===== config.mk =====
export PLATFORM = sky130hd
export DESIGN_NAME = pipe_hazard_ctrl
export DESIGN_NICKNAME = d
export VERILOG_FILES = /design/src/rtl/pipe_hazard_ctrl.sv
export SDC_FILE = /design/constraint.sdc
export NUM_CORES = 1
export LEC_CHECK = 0
export CAP_MARGIN = 20
export CORE_MARGIN = 2
export CORE_UTILIZATION = 35
export CTS_CLUSTER_SIZE = 10
export DETAILED_ROUTE_END_ITERATION = 7
export GPL_TIMING_DRIVEN = 0
export MAX_ROUTING_LAYER = met4
export PLACE_DENSITY = 0.82
export RECOVER_POWER = 100
export SETUP_SLACK_MARGIN = 0.1
export SYNTH_ARGS = -nofsm -noshare
export SYNTH_HDL_FRONTEND = slang
export SYNTH_SLANG_ARGS = --single-unit

===== constraint.sdc =====
create_clock -name clk -period 3.7 [get_ports clk]
set_input_delay 0.74 -clock clk [delete_from_list [all_inputs] [get_ports clk]]
set_output_delay 0.74 -clock clk [all_outputs]
set_load 0.02 [all_outputs]

===== src/rtl/pipe_hazard_ctrl.sv =====
// Hazard, stall and flush controller between the ID, EX and WB stage registers of the in-order core.
// Optional perf counters are enabled with `define PIPE_PERF_CNT_EN.
module pipe_hazard_ctrl #(
  parameter int RF_AW        = 5,
  parameter int FLUSH_CYCLES = 1,
  parameter int PERF_CNT_W   = 32
) (
  input  logic             clk,
  input  logic             rst_n,
  input  logic             id_is_bj_inst,
  input  logic             id_is_mret_inst,
  input  logic             id_use_rs1,
  input  logic             id_use_rs2,
  input  logic [RF_AW-1:0] id_rf_raddr1,
  input  logic [RF_AW-1:0] id_rf_raddr2,
  input  logic             ex_loading,
  input  logic [RF_AW-1:0] ex_rf_waddr,
  input  logic             mem_ld_pending,
  input  logic [RF_AW-1:0] mem_rf_waddr,
  input  logic             ex_mdu_start,
  input  logic             ex_mdu_done,
  input  logic             id_is_fence_i,
  input  logic             sb_empty,
  output logic             icache_inv_req,
  input  logic             icache_inv_ack,
  input  logic             wb_exp_int_flag,
  output logic             ld_risk,
  output logic             pipe_stall,
  output logic             pipe_flush,
  output logic [1:0]       ctrl_state
`ifdef PIPE_PERF_CNT_EN
  ,
  output logic [PERF_CNT_W-1:0] perf_stall_cycles,
  output logic [PERF_CNT_W-1:0] perf_flush_events
`endif
);

  localparam int CW = (FLUSH_CYCLES > 1) ? $clog2(FLUSH_CYCLES) : 1;

  if (FLUSH_CYCLES < 1 || PERF_CNT_W < 1 || RF_AW < 1) begin : g_param_check
    $error("pipe_hazard_ctrl: FLUSH_CYCLES, PERF_CNT_W and RF_AW must all be >= 1");
  end

  typedef enum logic [1:0] {
    IDLE        = 2'd0,
    MDU_WAIT    = 2'd1,
    FENCE_DRAIN = 2'd2,
    FENCE_INV   = 2'd3
  } state_t;

  state_t        state;
  logic [CW-1:0] flush_cnt;
  logic          flush_raw;
  logic          hit_1;
  logic          hit_2;
  logic          mdu_begin;
  logic          idle_fence;
  logic          stall_gated;
  logic          stall_inv;

  // Register x0 never carries a dependency, so it is exempt from load-use checks.
  assign hit_1 = id_use_rs1 && (id_rf_raddr1 != '0) &&
                 ((ex_loading && (ex_rf_waddr == id_rf_raddr1)) ||
                  (mem_ld_pending && (mem_rf_waddr == id_rf_raddr1)));
  assign hit_2 = id_use_rs2 && (id_rf_raddr2 != '0) &&
                 ((ex_loading && (ex_rf_waddr == id_rf_raddr2)) ||
                  (mem_ld_pending && (mem_rf_waddr == id_rf_raddr2)));

  assign flush_raw  = wb_exp_int_flag || (flush_cnt != '0);
  assign mdu_begin  = (state == IDLE) && ex_mdu_start && !ex_mdu_done;
  assign idle_fence = (state == IDLE) && id_is_fence_i;

  assign stall_gated = id_is_bj_inst || id_is_mret_inst || hit_1 || hit_2 ||
                       mdu_begin || idle_fence ||
                       ((state == MDU_WAIT) && !ex_mdu_done) ||
                       (state == FENCE_DRAIN);
  // An invalidate in flight must complete even across a flush, so this term bypasses the gate.
  assign stall_inv   = (state == FENCE_INV) && !icache_inv_ack;

  assign pipe_flush = rst_n && flush_raw;
  assign ld_risk    = rst_n && (hit_1 || hit_2) && !flush_raw;
  assign pipe_stall = rst_n && ((stall_gated && !flush_raw) || stall_inv);
  assign ctrl_state = state;

  always_ff @(posedge clk or negedge rst_n) begin
    if (!rst_n) begin
      flush_cnt <= '0;
    end else if (wb_exp_int_flag) begin
      flush_cnt <= CW'(FLUSH_CYCLES - 1);
    end else if (flush_cnt != '0) begin
      flush_cnt <= flush_cnt - CW'(1);
    end
  end

  always_ff @(posedge clk or negedge rst_n) begin
    if (!rst_n) begin
      state          <= IDLE;
      icache_inv_req <= 1'b0;
    end else begin
      case (state)
        IDLE: begin
          // A flushed instruction in ID/EX must not launch a sequence.
          if (!flush_raw) begin
            if (ex_mdu_start && !ex_mdu_done) begin
              state <= MDU_WAIT;
            end else if (id_is_fence_i) begin
              state <= FENCE_DRAIN;
            end
          end
        end
        MDU_WAIT: begin
          if (flush_raw || ex_mdu_done) begin
            state <= IDLE;
          end
        end
        FENCE_DRAIN: begin
          if (flush_raw) begin
            state <= IDLE;
          end else if (sb_empty) begin
            state          <= FENCE_INV;
            icache_inv_req <= 1'b1;
          end
        end
        FENCE_INV: begin
          if (icache_inv_ack) begin
            state          <= IDLE;
            icache_inv_req <= 1'b0;
          end
        end
        default: begin
          state          <= IDLE;
          icache_inv_req <= 1'b0;
        end
      endcase
    end
  end

`ifdef PIPE_PERF_CNT_EN
  logic wb_flag_q;

  always_ff @(posedge clk or negedge rst_n) begin
    if (!rst_n) begin
      wb_flag_q         <= 1'b0;
      perf_stall_cycles <= '0;
      perf_flush_events <= '0;
    end else begin
      wb_flag_q <= wb_exp_int_flag;
      if (pipe_stall && (perf_stall_cycles != '1)) begin
        perf_stall_cycles <= perf_stall_cycles + PERF_CNT_W'(1);
      end
      if (wb_exp_int_flag && !wb_flag_q && (perf_flush_events != '1)) begin
        perf_flush_events <= perf_flush_events + PERF_CNT_W'(1);
      end
    end
  end
`endif

endmodule


==> results_tabular.tex <==
\begin{tabular}{lr}
\hline
Metric & Value \\
\hline
\multicolumn{2}{l}{\textbf{Run status}} \\
Result of the run & finished, final reports clean \\
\multicolumn{2}{l}{\textbf{Detailed routing}} \\
Routed wirelength normalized by instance count & 13.8 um \\
Routed length on met2 & 782 um \\
Initial drt markers & 9 \\
Max layer used & met4 \\
Detailed-route via count & 668 \\
Met1 layer wirelength in the final routing & 741 um \\
Final Routed Wirelength & 1.73 mm \\
Ratio of routed vias to standard cells & 5.34 \\
DRC viols & 0 \\
Met3 WL & 151 um \\
Remaining antenna violation count & 0 \\
Detailed-routing iteration count for the pre-antenna-repair pass & 4 \\
\multicolumn{2}{l}{\textbf{Yosys}} \\
Synth Net Count & 101 \\
Number of synthesis warnings & 0 \\
Mapped Area & 517 um\^{}2 \\
Synth Register Bits & 3 \\
Number of unique standard cell types used by synthesis & 24 \\
Post-Syn Area per Cell & 7.71 um\^{}2 \\
Post-synthesis instance total & 67 \\
Share of synthesized area occupied by flip-flops and latches & 14.5\% \\
\multicolumn{2}{l}{\textbf{Placement}} \\
Quantity of I/O buffers inserted on ports & 39 \\
DP Cell Count & 121 \\
Placed wire-length estimate after detailed placement & 1.37 mm \\
Gp weighted congestion & 0.893 \\
\multicolumn{2}{l}{\textbf{STA}} \\
Setup repair after global routing missed its margin & no \\
Aggregate negative setup slack & 0 ps \\
Maximum clock frequency & 304 MHz \\
Post-route fraction of the period consumed by the critical path & 89.0\% \\
Fin crit period & 3290 ps \\
Largest clock skew in the final design & 5.88 ps \\
Final Hold Fails & 0 \\
Worst hold slack & 500 ps \\
Max-slew violation count & 0 \\
Transition time at the pin with the least slew margin & 379 ps \\
Final count of negative-setup-slack endpoints & 0 \\
Max-slew headroom at the worst pin & 74.8\% \\
\multicolumn{2}{l}{\textbf{Floorplanning}} \\
Horizontal die dimension & 42.4 um \\
Total number of placement rows & 13 \\
CORE AREA & 1330 um\^{}2 \\
Die ar. & 1800 um\^{}2 \\
Ports placed on the boundary & 40 \\
Floorplan die height & 42.4 um \\
Initial core utilization & 38.7\% \\
\multicolumn{2}{l}{\textbf{Setup path}} \\
Critical path class & in2out \\
Worst-path cell with the longest stage delay & sky130\_fd\_sc\_hd\_\_dlygate4sd3\_1 \\
Largest stage delay on the critical path & 600 ps \\
Setup crit end kind & primary output \\
Peak fanout along the critical path & 3 \\
Critical path data arrival time & 2550 ps \\
Worst EP required & 2960 ps \\
Type of element launching the critical path & primary input \\
Cell-by-cell listing of the critical path & dlygate4sd3\_1, or4\_1, o21ai\_0, o22a\_1, a21oi\_1, dlymetal6s2s\_1 \\
\multicolumn{2}{l}{\textbf{Cells and area}} \\
Post-route non-filler standard cell count & 125 \\
Leading cell type in the layout, fill and taps excluded & sky130\_fd\_sc\_hd\_\_clkdlybuf4s50\_1 \\
P\&R area growth vs syn & 83.5\% \\
Highest-count cells in the layout ignoring fill and taps & 29 x sky130\_fd\_sc\_hd\_\_clkdlybuf4s50\_1, 16 x sky130\_fd\_sc\_hd\_\_xor2\_1, 8 x sky130\_fd\_sc\_hd\_\_dlygate4sd3\_1, 5 x sky130\_fd\_sc\_hd\_\_nor4\_1 \\
Fraction of final layout cells with drive strength greater than 1 & 4.55\% \\
Number of antenna repair diodes & 0 \\
Count of nets after finishing & 145 \\
\multicolumn{2}{l}{\textbf{CTS}} \\
Setup fix buffers added after clock tree synthesis & 0 \\
H-tree depth & 1 \\
Max Buffers Root-to-Sink & 2 \\
Sinks on the clock net & 3 \\
CTS tree & yes \\
Clock-pin slew on the worst setup and hold paths & 40 ps \\
Total CTS buffers & 3 \\
Worst-skew pair later-pin latency & 240 ps \\
Buffer type at the clock tree root & sky130\_fd\_sc\_hd\_\_clkbuf\_4 \\
\multicolumn{2}{l}{\textbf{Pwr}} \\
Total leakage power & 0.390 nW \\
PwrDens & 321 nW/um\^{}2 \\
Worst ir drop on vdd & 0.000343 V \\
\multicolumn{2}{l}{\textbf{Flow run}} \\
Number of max-cap violations & 0 \\
\multicolumn{2}{l}{\textbf{Global routing}} \\
Antenna violations before repair & 0 \\
Number of global-route vias before repair & 645 \\
Largest net degree at the start of global routing & 11 \\
Tot GR Track Use & 19.8\% \\
Aggregate global routing overflow & 0 \\
Wire length of the first global-routing pass & 2.67 mm \\
\multicolumn{2}{l}{\textbf{Hold path}} \\
Type of the worst min-delay path & reg2reg \\
\hline
\end{tabular}
-- worst paths after layout --
check	from	to	slack, ps	cells past startpoint
max in group asynchronous	rst_n	ctrl_state[0]$_DFFE_PN0P_	2730	1
worst min-delay path	icache_inv_req$_DFFE_PN0P_	icache_inv_req$_DFFE_PN0P_	500	2
worst min register to register	icache_inv_req$_DFFE_PN0P_	icache_inv_req$_DFFE_PN0P_	500	2
worst max register to register	ctrl_state[0]$_DFFE_PN0P_	ctrl_state[1]$_DFFE_PN0P_	2180	5
min in group asynchronous	rst_n	icache_inv_req$_DFFE_PN0P_	780	1
worst max-delay path	id_rf_raddr2[0]	pipe_stall	410	6
-- logic make-up after synthesis --
family                 count (synthesis)  synth area share (%)
flip-flops                             3                  14.5
XOR/XNOR                              20                  33.9
buffers and inverters                  3                  2.42
AND/OR/NAND/NOR                       25                  28.6
AO/OA/AOI/OAI                         16                  20.6
-- synth_stat cells --
master | number | area share, %
sky130_fd_sc_hd__o22a_1 | 2 | 3.4
sky130_fd_sc_hd__a31oi_1 | 1 | 1.2
sky130_fd_sc_hd__nand2_1 | 4 | 2.9
sky130_fd_sc_hd__or4_1 | 2 | 2.9
sky130_fd_sc_hd__xor2_1 | 16 | 27
sky130_fd_sc_hd__nand2b_1 | 4 | 4.8
sky130_fd_sc_hd__a21oi_1 | 3 | 2.9
sky130_fd_sc_hd__nand3b_1 | 1 | 1.5
sky130_fd_sc_hd__o22ai_1 | 1 | 1.2
sky130_fd_sc_hd__o21ai_0 | 4 | 3.9
sky130_fd_sc_hd__buf_2 | 1 | 0.97
sky130_fd_sc_hd__and2_1 | 3 | 3.6
sky130_fd_sc_hd__nor2_1 | 3 | 2.2
sky130_fd_sc_hd__nor2b_1 | 1 | 1.2
sky130_fd_sc_hd__dfrtp_1 | 3 | 15
sky130_fd_sc_hd__o41ai_1 | 1 | 1.7
sky130_fd_sc_hd__inv_1 | 1 | 0.73
sky130_fd_sc_hd__nor3b_2 | 1 | 2.4
sky130_fd_sc_hd__nor3_1 | 1 | 0.97
sky130_fd_sc_hd__nor4_1 | 5 | 6.1
sky130_fd_sc_hd__xnor2_1 | 4 | 6.8
sky130_fd_sc_hd__a21o_1 | 2 | 2.9
sky130_fd_sc_hd__clkbuf_1 | 1 | 0.73
sky130_fd_sc_hd__a32oi_1 | 2 | 3.4
-- critical path, delay by kind of cell --
| family | cells | cell delay, ps |
|---|---|---|
| AOI/OAI and AO/OA | 3 | 450 |
| buffers and inverters | 2 | 810 |
| and+or+nand+nor | 1 | 550 |
-- through the flow --
step	setup slack [ps]	cell area (um^2)	util [%]	power [mW]
finish	406	948	71.1	0.304
floorplan	1130	517	-	0.161
detailed placement	126	926	69.4	0.251
global route	271	948	71.1	0.328
global placement	133	926	69.4	0.249
CTS	116	952	71.4	0.315
-- report_power, final --
| part | switching (mW) | leakage (nW) | total, mW | internal, mW |
|---|---|---|---|---|
| registers | 0.00562 | 0.0343 | 0.0510 | 0.0453 |
| logic | 0.0974 | 0.340 | 0.195 | 0.0972 |
| clock network | 0.0181 | 0.0150 | 0.0586 | 0.0405 |
-- sequential cells by signal, indices dropped and copies added (netlist names) --
name            count
icache_inv_req      1
ctrl_state          2
-- cell type report --
| cell class | instances | area [um^2] |
|---|---|---|
| Buffer | 2 | 8.76 |
| Inverter | 1 | 3.75 |
| Tap cell | 15 | 18.8 |
| Fill cell | 112 | 385 |
| Timing Repair Buffer | 39 | 387 |
| Sequential cell | 3 | 75.1 |
| Clock buffer | 4 | 26.3 |
| Multi-Input combinational cell | 61 | 429 |
-- what timing repair did --
item / CTS / global route
hold buffers: 0 / 0
setup endpoints to repair: 0 / 2
endpoints found under the hold margin: 0 / 0
resized for setup: 0 / 2
-- layer usage --
layer | GRT usage, % | vias to the layer above
li1 | - | 330
met1 | 20.4 | 289
met2 | 34.5 | 43
met3 | 3.02 | 6
met4 | 13.1 | 0
met5 | - | -
Power figures use the tool's default switching activity.
